==> config.mk <==
export PLATFORM = sky130hd
export DESIGN_NAME = hazard_forward_unit_flat
export DESIGN_NICKNAME = d
export VERILOG_FILES = /design/src/rtl/hazard_forward_unit_pkg.sv /design/src/rtl/hazard_forward_unit_if.sv /design/src/rtl/hazard_forward_unit_fwd_select.sv /design/src/rtl/hazard_forward_unit.sv /design/src/flat_wrapper.sv
export SDC_FILE = /design/constraint.sdc
export NUM_CORES = 1
export LEC_CHECK = 0
export ABC_CLOCK_PERIOD_IN_PS = 4000
export BUFFER_PORTS_ARGS = -buffer_cell sky130_fd_sc_hd__buf_2
export CORE_AREA = 2 2 158 160
export CTS_CLUSTER_DIAMETER = 200
export DETAILED_ROUTE_END_ITERATION = 8
export DIE_AREA = 0 0 160 162
export GPL_TIMING_DRIVEN = 0
export PLACE_DENSITY = 0.74
export SYNTH_ARGS = -nofsm -noshare
export SYNTH_HDL_FRONTEND = slang
export SYNTH_SLANG_ARGS = --single-unit
export TNS_END_PERCENT = 1
==> constraint.sdc <==
create_clock -name clk -period 4 [get_ports clk]
set_input_delay 0.2 -clock clk [delete_from_list [all_inputs] [get_ports clk]]
set_output_delay 0.2 -clock clk [all_outputs]
set_load 0.01 [all_outputs]
==> src/rtl/hazard_forward_unit_pkg.sv <==
// Shared types and helpers for the hazard/forwarding unit: producer records
// and the saturating Tnew decrement applied as records age through the pipe.
package hazard_pkg;

   localparam int AW = 5;
   localparam int DW = 32;
   localparam int TW = 2;

   localparam logic [AW-1:0] REG_ZERO  = '0;
   localparam logic [TW-1:0] TNEW_NONE = '0;

   typedef struct packed {
      logic [AW-1:0] a;
      logic [TW-1:0] t;
      logic [DW-1:0] v;
   } prod_rec_t;

   // A record that already holds its value stays at zero as it moves on.
   function automatic logic [TW-1:0] sat_dec(input logic [TW-1:0] t);
      return (t == TNEW_NONE) ? TNEW_NONE : t - TW'(1);
   endfunction

endpackage

==> src/rtl/hazard_forward_unit_if.sv <==
// Bundle of RR/EX/DM producer-consumer signals between the core and the
// hazard/forwarding unit; master is the core side, slave the unit.
interface hazard_forward_unit_if
   import hazard_pkg::*;
#(
   parameter int CNTW = 32
);
   logic [AW-1:0]   rr_ause0_i;
   logic [AW-1:0]   rr_ause1_i;
   logic [TW-1:0]   rr_tuse0_i;
   logic [TW-1:0]   rr_tuse1_i;
   logic [DW-1:0]   rr_v0_i;
   logic [DW-1:0]   rr_v1_i;
   logic [AW-1:0]   rr_anew_i;
   logic [TW-1:0]   rr_tnew_i;
   logic [DW-1:0]   rr_vnew_i;
   logic [DW-1:0]   ex_vnew_i;
   logic            ex_we_i;
   logic [DW-1:0]   dm_vnew_i;
   logic            dm_we_i;
   logic [DW-1:0]   ex_raw0_i;
   logic [DW-1:0]   ex_raw1_i;
   logic            stall_o;
   logic [DW-1:0]   rr_opnd0_o;
   logic [DW-1:0]   rr_opnd1_o;
   logic [DW-1:0]   ex_opnd0_o;
   logic [DW-1:0]   ex_opnd1_o;
   logic [CNTW-1:0] stall_cnt_o;

   modport master (
      output rr_ause0_i, rr_ause1_i, rr_tuse0_i, rr_tuse1_i, rr_v0_i, rr_v1_i,
             rr_anew_i, rr_tnew_i, rr_vnew_i, ex_vnew_i, ex_we_i,
             dm_vnew_i, dm_we_i, ex_raw0_i, ex_raw1_i,
      input  stall_o, rr_opnd0_o, rr_opnd1_o, ex_opnd0_o, ex_opnd1_o, stall_cnt_o
   );

   modport slave (
      input  rr_ause0_i, rr_ause1_i, rr_tuse0_i, rr_tuse1_i, rr_v0_i, rr_v1_i,
             rr_anew_i, rr_tnew_i, rr_vnew_i, ex_vnew_i, ex_we_i,
             dm_vnew_i, dm_we_i, ex_raw0_i, ex_raw1_i,
      output stall_o, rr_opnd0_o, rr_opnd1_o, ex_opnd0_o, ex_opnd1_o, stall_cnt_o
   );

endinterface

==> src/rtl/hazard_forward_unit_fwd_select.sv <==
// Priority match of one source register against N producer records; index 0
// has the highest priority and only the first matching record is reported.
module fwd_select
   import hazard_pkg::*;
#(
   parameter int N = 3
) (
   input  prod_rec_t     recs_i [N],
   input  logic [AW-1:0] addr_i,
   input  logic [DW-1:0] fallback_i,
   output logic          hit_o,
   output logic          ready_o,
   output logic [DW-1:0] value_o
);

   // Walk from lowest to highest priority so the highest-priority match wins.
   always_comb begin
      hit_o   = 1'b0;
      ready_o = 1'b0;
      value_o = fallback_i;
      for (int k = N - 1; k >= 0; k--) begin
         if (addr_i != REG_ZERO && recs_i[k].a == addr_i) begin
            hit_o   = 1'b1;
            ready_o = (recs_i[k].t == TNEW_NONE);
            value_o = recs_i[k].v;
         end
      end
   end

endmodule

==> src/rtl/hazard_forward_unit.sv <==
// Producer scoreboard for EX/DM/RW, RR-stage stall decision and operand
// forwarding at RR and EX for the 5-stage MIPS core.
module hazard_forward_unit
   import hazard_pkg::*;
#(
   parameter int CNTW = 32
) (
   input logic                  clk,
   input logic                  reset,
   hazard_forward_unit_if.slave bus
);

   prod_rec_t       exEntry_q, dmEntry_q, rwEntry_q;
   prod_rec_t       exEntry_d, dmEntry_d, rwEntry_d;
   prod_rec_t       exEff, dmEff, rwEff;
   prod_rec_t       rrRecs [3];
   prod_rec_t       exRecs [2];
   logic [AW-1:0]   exSrc0_q, exSrc1_q, exSrc0_d, exSrc1_d;
   logic [CNTW-1:0] stallCnt_q, stallCnt_d;
   logic            stall;
   logic [3:0]      selHit, selReady;
   logic [DW-1:0]   selValue [4];

   function automatic logic late(input prod_rec_t r, input logic [AW-1:0] src,
                                 input logic [TW-1:0] tuse);
      return (src != REG_ZERO) && (r.a == src) && (r.t > tuse);
   endfunction

   // A result written back in EX/DM this cycle counts as already available.
   always_comb begin
      exEff   = exEntry_q;
      dmEff   = dmEntry_q;
      rwEff   = rwEntry_q;
      rwEff.t = TNEW_NONE;
      if (bus.ex_we_i) begin
         exEff.t = TNEW_NONE;
         exEff.v = bus.ex_vnew_i;
      end
      if (bus.dm_we_i) begin
         dmEff.t = TNEW_NONE;
         dmEff.v = bus.dm_vnew_i;
      end
      rrRecs[0] = exEff;
      rrRecs[1] = dmEff;
      rrRecs[2] = rwEff;
      exRecs[0] = dmEff;
      exRecs[1] = rwEff;
   end

   always_comb begin
      stall = late(exEff, bus.rr_ause0_i, bus.rr_tuse0_i)
            | late(dmEff, bus.rr_ause0_i, bus.rr_tuse0_i)
            | late(exEff, bus.rr_ause1_i, bus.rr_tuse1_i)
            | late(dmEff, bus.rr_ause1_i, bus.rr_tuse1_i);
   end

   // On a stall a bubble enters EX while older producers keep draining.
   always_comb begin
      exEntry_d   = '0;
      exSrc0_d    = '0;
      exSrc1_d    = '0;
      if (!stall) begin
         exEntry_d.a = bus.rr_anew_i;
         exEntry_d.t = sat_dec(bus.rr_tnew_i);
         exEntry_d.v = bus.rr_vnew_i;
         exSrc0_d    = bus.rr_ause0_i;
         exSrc1_d    = bus.rr_ause1_i;
      end
      dmEntry_d.a = exEff.a;
      dmEntry_d.t = sat_dec(exEff.t);
      dmEntry_d.v = exEff.v;
      rwEntry_d.a = dmEff.a;
      rwEntry_d.t = sat_dec(dmEff.t);
      rwEntry_d.v = dmEff.v;
      stallCnt_d  = stallCnt_q;
      if (stall && stallCnt_q != '1) begin
         stallCnt_d = stallCnt_q + CNTW'(1);
      end
   end

   // Asynchronous clear drops any pending stall within the same cycle.
   always_ff @(posedge clk or posedge reset) begin
      if (reset) begin
         exEntry_q  <= '0;
         dmEntry_q  <= '0;
         rwEntry_q  <= '0;
         exSrc0_q   <= '0;
         exSrc1_q   <= '0;
         stallCnt_q <= '0;
      end else begin
         exEntry_q  <= exEntry_d;
         dmEntry_q  <= dmEntry_d;
         rwEntry_q  <= rwEntry_d;
         exSrc0_q   <= exSrc0_d;
         exSrc1_q   <= exSrc1_d;
         stallCnt_q <= stallCnt_d;
      end
   end

   fwd_select #(.N(3)) rrSel0 (
      .recs_i(rrRecs), .addr_i(bus.rr_ause0_i), .fallback_i(bus.rr_v0_i),
      .hit_o(selHit[0]), .ready_o(selReady[0]), .value_o(selValue[0])
   );
   fwd_select #(.N(3)) rrSel1 (
      .recs_i(rrRecs), .addr_i(bus.rr_ause1_i), .fallback_i(bus.rr_v1_i),
      .hit_o(selHit[1]), .ready_o(selReady[1]), .value_o(selValue[1])
   );
   fwd_select #(.N(2)) exSel0 (
      .recs_i(exRecs), .addr_i(exSrc0_q), .fallback_i(bus.ex_raw0_i),
      .hit_o(selHit[2]), .ready_o(selReady[2]), .value_o(selValue[2])
   );
   fwd_select #(.N(2)) exSel1 (
      .recs_i(exRecs), .addr_i(exSrc1_q), .fallback_i(bus.ex_raw1_i),
      .hit_o(selHit[3]), .ready_o(selReady[3]), .value_o(selValue[3])
   );

   // A matching producer that is not ready yet hides older values behind it.
   always_comb begin
      bus.stall_o     = stall;
      bus.stall_cnt_o = stallCnt_q;
      bus.rr_opnd0_o  = (selHit[0] && !selReady[0]) ? bus.rr_v0_i   : selValue[0];
      bus.rr_opnd1_o  = (selHit[1] && !selReady[1]) ? bus.rr_v1_i   : selValue[1];
      bus.ex_opnd0_o  = (selHit[2] && !selReady[2]) ? bus.ex_raw0_i : selValue[2];
      bus.ex_opnd1_o  = (selHit[3] && !selReady[3]) ? bus.ex_raw1_i : selValue[3];
   end

endmodule

==> src/flat_wrapper.sv <==
// flat-port wrapper written by rule: the top's interface ports become plain ports
module hazard_forward_unit_flat import hazard_pkg::*;
#(
   parameter int CNTW = 32
)
  (clk, reset, bus_rr_ause0_i, bus_rr_ause1_i, bus_rr_tuse0_i, bus_rr_tuse1_i, bus_rr_v0_i, bus_rr_v1_i, bus_rr_anew_i, bus_rr_tnew_i, bus_rr_vnew_i, bus_ex_vnew_i, bus_ex_we_i, bus_dm_vnew_i, bus_dm_we_i, bus_ex_raw0_i, bus_ex_raw1_i, bus_stall_o, bus_rr_opnd0_o, bus_rr_opnd1_o, bus_ex_opnd0_o, bus_ex_opnd1_o, bus_stall_cnt_o);
  hazard_forward_unit_if #(.CNTW(CNTW)) bus_i ();
  input logic clk;
  input logic reset;
  input wire logic [$bits(bus_i.rr_ause0_i)-1:0] bus_rr_ause0_i;
  input wire logic [$bits(bus_i.rr_ause1_i)-1:0] bus_rr_ause1_i;
  input wire logic [$bits(bus_i.rr_tuse0_i)-1:0] bus_rr_tuse0_i;
  input wire logic [$bits(bus_i.rr_tuse1_i)-1:0] bus_rr_tuse1_i;
  input wire logic [$bits(bus_i.rr_v0_i)-1:0] bus_rr_v0_i;
  input wire logic [$bits(bus_i.rr_v1_i)-1:0] bus_rr_v1_i;
  input wire logic [$bits(bus_i.rr_anew_i)-1:0] bus_rr_anew_i;
  input wire logic [$bits(bus_i.rr_tnew_i)-1:0] bus_rr_tnew_i;
  input wire logic [$bits(bus_i.rr_vnew_i)-1:0] bus_rr_vnew_i;
  input wire logic [$bits(bus_i.ex_vnew_i)-1:0] bus_ex_vnew_i;
  input wire logic [$bits(bus_i.ex_we_i)-1:0] bus_ex_we_i;
  input wire logic [$bits(bus_i.dm_vnew_i)-1:0] bus_dm_vnew_i;
  input wire logic [$bits(bus_i.dm_we_i)-1:0] bus_dm_we_i;
  input wire logic [$bits(bus_i.ex_raw0_i)-1:0] bus_ex_raw0_i;
  input wire logic [$bits(bus_i.ex_raw1_i)-1:0] bus_ex_raw1_i;
  output wire logic [$bits(bus_i.stall_o)-1:0] bus_stall_o;
  output wire logic [$bits(bus_i.rr_opnd0_o)-1:0] bus_rr_opnd0_o;
  output wire logic [$bits(bus_i.rr_opnd1_o)-1:0] bus_rr_opnd1_o;
  output wire logic [$bits(bus_i.ex_opnd0_o)-1:0] bus_ex_opnd0_o;
  output wire logic [$bits(bus_i.ex_opnd1_o)-1:0] bus_ex_opnd1_o;
  output wire logic [$bits(bus_i.stall_cnt_o)-1:0] bus_stall_cnt_o;
  assign bus_i.rr_ause0_i = bus_rr_ause0_i;
  assign bus_i.rr_ause1_i = bus_rr_ause1_i;
  assign bus_i.rr_tuse0_i = bus_rr_tuse0_i;
  assign bus_i.rr_tuse1_i = bus_rr_tuse1_i;
  assign bus_i.rr_v0_i = bus_rr_v0_i;
  assign bus_i.rr_v1_i = bus_rr_v1_i;
  assign bus_i.rr_anew_i = bus_rr_anew_i;
  assign bus_i.rr_tnew_i = bus_rr_tnew_i;
  assign bus_i.rr_vnew_i = bus_rr_vnew_i;
  assign bus_i.ex_vnew_i = bus_ex_vnew_i;
  assign bus_i.ex_we_i = bus_ex_we_i;
  assign bus_i.dm_vnew_i = bus_dm_vnew_i;
  assign bus_i.dm_we_i = bus_dm_we_i;
  assign bus_i.ex_raw0_i = bus_ex_raw0_i;
  assign bus_i.ex_raw1_i = bus_ex_raw1_i;
  assign bus_stall_o = bus_i.stall_o;
  assign bus_rr_opnd0_o = bus_i.rr_opnd0_o;
  assign bus_rr_opnd1_o = bus_i.rr_opnd1_o;
  assign bus_ex_opnd0_o = bus_i.ex_opnd0_o;
  assign bus_ex_opnd1_o = bus_i.ex_opnd1_o;
  assign bus_stall_cnt_o = bus_i.stall_cnt_o;
  hazard_forward_unit #(.CNTW(CNTW)) u_core (.clk(clk), .reset(reset), .bus(bus_i));
endmodule
# Word-level counts from Yosys, hierarchy flattened

Index checks and enable logic that the tools add are counted.
W data, S select, Z words.

Register bits: 157
Output and inout bits: 161
Word-level logic and storage cells: 99
Input port bits: 249

Magnitude comparators: 4
Reductions and logical operators: 30
Equal/unequal tests: 11
Muxes and demuxes: 37
Bitwise logic cells: 3
Add/sub/neg operators: 3

Operators by type and width:

| kind                    | number |
|---|---|
| $mux W32                | 14 |
| $mux W34                | 2 |
| $eq A5 B5 Y1            | 10 |
| $mux W39                | 1 |
| $add A32 B1 Y32 const B | 1 |
| $ne A32 B32 Y1 const B  | 1 |
| $reduce_bool A5 Y1      | 4 |
| $logic_and A1 B1 Y1     | 19 |
| $mux W1                 | 16 |
| $mux W5                 | 2 |
| $gt A2 B2 Y1            | 4 |
| $logic_not A2 Y1        | 3 |
| $logic_not A1 Y1        | 4 |
| $mux W2                 | 2 |
| $sub A2 B1 Y2 const B   | 2 |
| $or A1 B1 Y1            | 3 |

# Depth between registers and ports, before layout

Depth after elaboration: 8
Mapped depth: 12
Mapped depth without buffers: 8

# Modules after synthesis

Synthesis repeated with hierarchy kept, for this count alone.

Cell total of the unflattened synthesis: 1327
Area, all modules: 12060.3 µm²

Modules (own cells, without submodules):

| module                         | cells each | sequential area each (µm²) | instances | area each (µm²) |
|---|---|---|---|---|
| hazard_forward_unit            | 609        | 3928.8                     | 1         | 7806.2 |
| fwd_select (u_core.rrSel0 ...) | 186        | 0.0                        | 2         | 1084.8 |
| fwd_select (u_core.exSel0 ...) | 173        | 0.0                        | 2         | 1042.2 |

# Worst setup path after synthesis

OpenSTA, ideal clock, no wires.

Path kind: input to register
Start point: input bus_dm_we_i
End point: register u_core.stallCnt_q[30] (netlist: u_core.bus.stall_cnt_o[30])
Path buffers: 2
Required time: 3.875 ns
Stages: 10
Arrival: 2.592 ns
Path slack: 1.284 ns
Setup time: 0.125 ns
Path through: buf_2 > buf_1 > nand2b_1 > ha_1 > o21ai_0 > a21oi_1 > nor4_1 > a2111oi_4 > nor4_1 > mux2_2

Cells in the longest elaborated chain, start to end: 7
Elaborated cells between the ends (all ways): 9
Classes of those cells: 2 x order compare; 1 x mux; 3 x bitwise; 3 x reduce/logical

Ends and longest elaborated chain:

| item                   | line                      | text |
|---|---|---|
| start: declaration     | flat_wrapper.sv:22        | `input wire logic [$bits(bus_i.dm_we_i)-1:0] bus_dm_we_i;` |
| $mux W34 *             | hazard_forward_unit.sv:39 | `if (bus.dm_we_i) begin` |
| $gt A2 B2 Y1           | hazard_forward_unit.sv:26 | `return (src != REG_ZERO) && (r.a == src) && (r.t > tuse);` |
| $logic_and A1 B1 Y1    | hazard_forward_unit.sv:26 |  |
| $or A1 B1 Y1           | hazard_forward_unit.sv:52 | `\| late(dmEff, bus.rr_ause0_i, bus.rr_tuse0_i)` |
| $or A1 B1 Y1           | hazard_forward_unit.sv:53 | `\| late(exEff, bus.rr_ause1_i, bus.rr_tuse1_i)` |
| $or A1 B1 Y1 *         | hazard_forward_unit.sv:54 | `\| late(dmEff, bus.rr_ause1_i, bus.rr_tuse1_i);` |
| $logic_and A1 B1 Y1 *  | hazard_forward_unit.sv:76 | `if (stall && stallCnt_q != '1) begin` |
| end signal: assignment | hazard_forward_unit.sv:96 | `stallCnt_q <= stallCnt_d;` |
| end: declaration       | hazard_forward_unit.sv:19 | `logic [CNTW-1:0] stallCnt_q, stallCnt_d;` |

Every way passes the cells marked *; elsewhere a longest branch is shown, timed or not.
A chain may end at the register's enable or synchronous reset.

# Worst setup path in the final report

Start point: register u_core.exEntry_q, in the netlist u_core.dmEntry_d[38]
End point: output bus_rr_opnd0_o[2]

Cells in the longest elaborated chain, start to end: 6
Elaborated cells between the ends (all ways): 8
Classes of those cells: 1 x eq/ne; 4 x mux; 3 x reduce/logical

Ends and longest elaborated chain:

| item                     | line                                 | text |
|---|---|---|
| start: declaration       | hazard_forward_unit.sv:13            | `prod_rec_t exEntry_q, dmEntry_q, rwEntry_q;` |
| start signal: assignment | hazard_forward_unit.sv:91            | `exEntry_q <= exEntry_d;` |
| $eq A5 B5 Y1 *           | hazard_forward_unit_fwd_select.sv:22 | `if (addr_i != REG_ZERO && recs_i[k].a == addr_i) begin` |
| $logic_and A1 B1 Y1 *    | hazard_forward_unit_fwd_select.sv:22 |  |
| $mux W1                  | hazard_forward_unit_fwd_select.sv:22 |  |
| $logic_not A1 Y1         | hazard_forward_unit.sv:121           | `bus.rr_opnd0_o = (selHit[0] && !selReady[0]) ? bus.rr_v0_i : selValue[0];` |
| $logic_and A1 B1 Y1      | hazard_forward_unit.sv:121           |  |
| $mux W32 *               | hazard_forward_unit.sv:121           |  |
| end: declaration         | flat_wrapper.sv:26                   | `output wire logic [$bits(bus_i.rr_opnd0_o)-1:0] bus_rr_opnd0_o;` |

Marked as above.

==> flow_summary.ini <==
[run_status]
status = completed

[timing]
period_minus_slack_ns = 3.87
fin_setup_tns_ns = 0
final_max_slew_viol_count = 0
hold_viol_final = 0
worstMarginPinSlew_ns = 1.09
fin_ws_ns = 0.131
max_slew_margin_pct = 27.0
hold-worst-slack_ns = 0.0215
setup_viol_count_final = 0
skew_ns = 0.0125
post-route-period-util_pct = 96.7
fmax_mhz = 258

[cells_and_area]
instances_no_fill = 2009
multi_input_area_um2 = 5600
final_layout_size_suffix_gt1_share_pct = 29.9
area_growth_pct = 34.6
fin_nets = 1911
seqCellArea_um2 = 3930
fill_cells = 2305

[critical_path]
r2r_slack_ns = 0.91
path_common_cell = a31oi_1
end_kind = output port
cp_data_required_time_ns = 3.80
rr_worst_depth = 11
r2r_start = u_core.exEntry_q[32]
startpoint_type = flip-flop
crit_chain = xnor2_1 -> nand3_1 -> or3_1 -> a31oi_1 -> clkbuf_1 -> a31oi_1 -> buf_2
reg2reg_to = u_core.exEntry_q[32]
max_stage_delay_ns = 0.88
critPathBufInv = 2
cp_max_fo = 10
crit_family = compound AO/OA/AOI/OAI gates
cp_slowest_cell = a31oi_1
arrival_ns = 3.67
critical_path_class = flip-flop to output port

[synth]
synth_top_area_cell = dfrtp_1
yosys_register_bits = 157
syn_inst = 1191
netlist.area_leader.share_pct = 38.7
synthFlopType = dfrtp_1
synth_warnings = 0
synth_area_um2 = 10200
async_flop_share_pct = 100
yosysSeqAreaShare_pct = 38.7
synth.net_count = 1445
syn_avg_cell_area_um2 = 8.53
synth_cell_types = 43
yosys-top-cells-area = dfrtp_1 (39%), a221o_1 (6.3%), a221oi_1 (5.5%)
synth_edf_count = 0

[flow_run]
cap_violations = 0

[clock_tree]
cts_tree = built
clk_path_buf_depth = 2
post_cts_buffers = 0
clk_latency_ns = 0.43
numCtsBuffers = 17
cts_sinks = 157
htree_levels = 4
clockRootBuffer = clkbuf_16
cts.reportedPaths.clkPinSlew_ns = 0.07

[placement]
hpwl_um = 33100
gpl.final_weighted_congestion = 1.00
pre_cts_slack_ns = 0.187
io_buffer_count = 405
dp.cells = 1924

[floorplanning]
die_h_um = 162
num_rows = 57
coreArea_um2 = 24100
boundaryPins = 410
die_w_um = 160
die_area_um2 = 25900
initial_core_util_pct = 42.2

[global_routing]
grt.total_usage_pct = 33.0
grt_first_pass_wirelength_um = 65900
antenna_found_initial = 17
grt_max_degree = 40
overflow = 0
first_global_vias = 11336

[power_and_ir_drop]
vdd_drop_max_v = 0.000288
p_leak_uw = 0.00665
powerDensity_nw_per_um2 = 337

[drt]
wl_per_cell_um = 21.8
drtIter0Drc = 1241
drt_first_pass_iters = 6
vias = 11637
avgViaCountPerCell = 5.79
wirelength_um = 43800
ant_nets = 0
route.detailed.drc = 0

[worst_hold_path]
hold_start = bus_rr_vnew_i[15]
min_to = u_core.exEntry_q[15]
hp-class = input port to flip-flop
worstHoldPathCells = 2
==> layout by cell type (no fill, tap or decap), drive strengths merged, types with 5 or more instances in the layout <==
| cell | instances |
|---|---|
| a21oi | 66 |
| a221o | 64 |
| a221oi | 64 |
| a31oi | 65 |
| and2 | 50 |
| and3 | 7 |
| buf | 429 |
| clkbuf | 100 |
| clkinv | 8 |
| dfrtp | 157 |
| diode | 15 |
| dlygate4sd3 | 38 |
| ha | 5 |
| inv | 72 |
| mux2 | 36 |
| mux2i | 32 |
| nand2 | 147 |
| nand3 | 21 |
| nand4 | 9 |
| nor2 | 144 |
| nor3 | 25 |
| nor4 | 16 |
| xnor2 | 31 |
| xor2 | 48 |
==> layout make-up <==
cell class / instances / share of cell area, %
sequential: 157 / 28.7
inverter: 68 / 1.89
tap: 324 / 2.96
clock buffer: 19 / 3.31
antenna: 15 / 0.274
clock inverter: 13 / 0.768
multi-input combinational: 865 / 40.9
buffer: 101 / 2.94
timing repair buffer: 447 / 18.2
==> per-layer routing <==
layer  GRT usage [%]  up-vias  part of all wire (%)
met5            1.33        -                 0.068
met4            13.3        4                   3.7
met3            8.32      115                   9.6
met2            54.7      727                    48
met1            41.2     5577                    38
li1                -     5214                     -
==> what timing repair did <==
item / 4_1_cts / 5_1_grt
setup endpoints to repair: 1 / 18
resized for setup: 1 / 6
hold buffers: 37 / 1
endpoints found under the hold margin: 50 / 1
==> cells by family after synthesis <==
logic type	synth area share, %
compound gates	20.1
xor+xnor	6.81
fa+ha+maj	0.813
buf+inv	6.44
flops	38.7
mux	7.14
simple gates	20.1
==> cell usage after synthesis (all sizes together) (2+ instances only) <==
cell type  number
a31oi          65
and2           50
buf            20
dfrtp         157
o2111a          2
o21ai           2
clkbuf         81
nor4           16
or3             3
nand4           9
xor2           48
a21oi          66
nand2         147
nor4b           4
nor3b           2
nand3          21
nor3           25
nand2b          3
or4             4
nor2b           3
inv            68
mux2i          32
nor2          144
o211a           2
maj3            2
mux2           36
a221oi         64
ha              5
xnor2          31
or2             2
and3            7
a221o          64
==> flip-flops by register name (all words and copies together) (netlist names) <==
| name | flops |
|---|---|
| u_core.exEntry_q | 34 |
| u_core.dmEntry_d | 5 |
| u_core.bus.stall_cnt_o | 32 |
| u_core.exRecs | 37 |
| u_core.exSrc0_q | 5 |
| u_core.dmEntry_q | 34 |
| u_core.dmEff | 5 |
| u_core.exSrc1_q | 5 |
==> worst max-delay path by stage <==
stage | cells after the start | slack (ns) | start | end
after global placement | 12 | 0.23 | bus_ex_we_i | bus_stall_o
after floorplan | 10 | 1.28 | bus_dm_we_i | u_core.bus.stall_cnt_o[30]
final | 7 | 0.13 | u_core.dmEntry_d[38] | bus_rr_opnd0_o[2]
after global routing | 7 | -0.02 | u_core.dmEntry_d[38] | bus_rr_opnd0_o[2]
after detailed placement | 12 | 0.19 | bus_ex_we_i | bus_stall_o
after CTS | 10 | 0.05 | u_core.dmEff[37] | bus_ex_opnd0_o[8]
==> worst reg2reg max path, delay by kind of cell, from the launching register on <==
family / cells / cell delay, ns
compound gates: 1 / 0.48
fa+ha+maj: 2 / 0.61
buf+inv: 3 / 1.04
flops: 1 / 0.39
simple gates: 5 / 0.51
==> where the power goes <==
part | internal, uW | total [uW] | switching [uW]
logic | 531 | 1260 | 728
clock network | 841 | 1570 | 728
registers | 1700 | 1780 | 81.6
total | 3070 | 4610 | 1540
==> stage by stage <==
| stage | utilization, % | area [um2] | total power [uW] |
|---|---|---|---|
| finish | 56.7 | 13700 | 4610 |
| global route | 56.7 | 13700 | 4790 |
| CTS | 56.5 | 13600 | 4600 |
| detailed placement | 52.6 | 12700 | 3010 |
| global placement | 52.3 | 12600 | 2980 |
| floorplan | - | 10200 | 2460 |
Power figures use the tool's default switching activity.
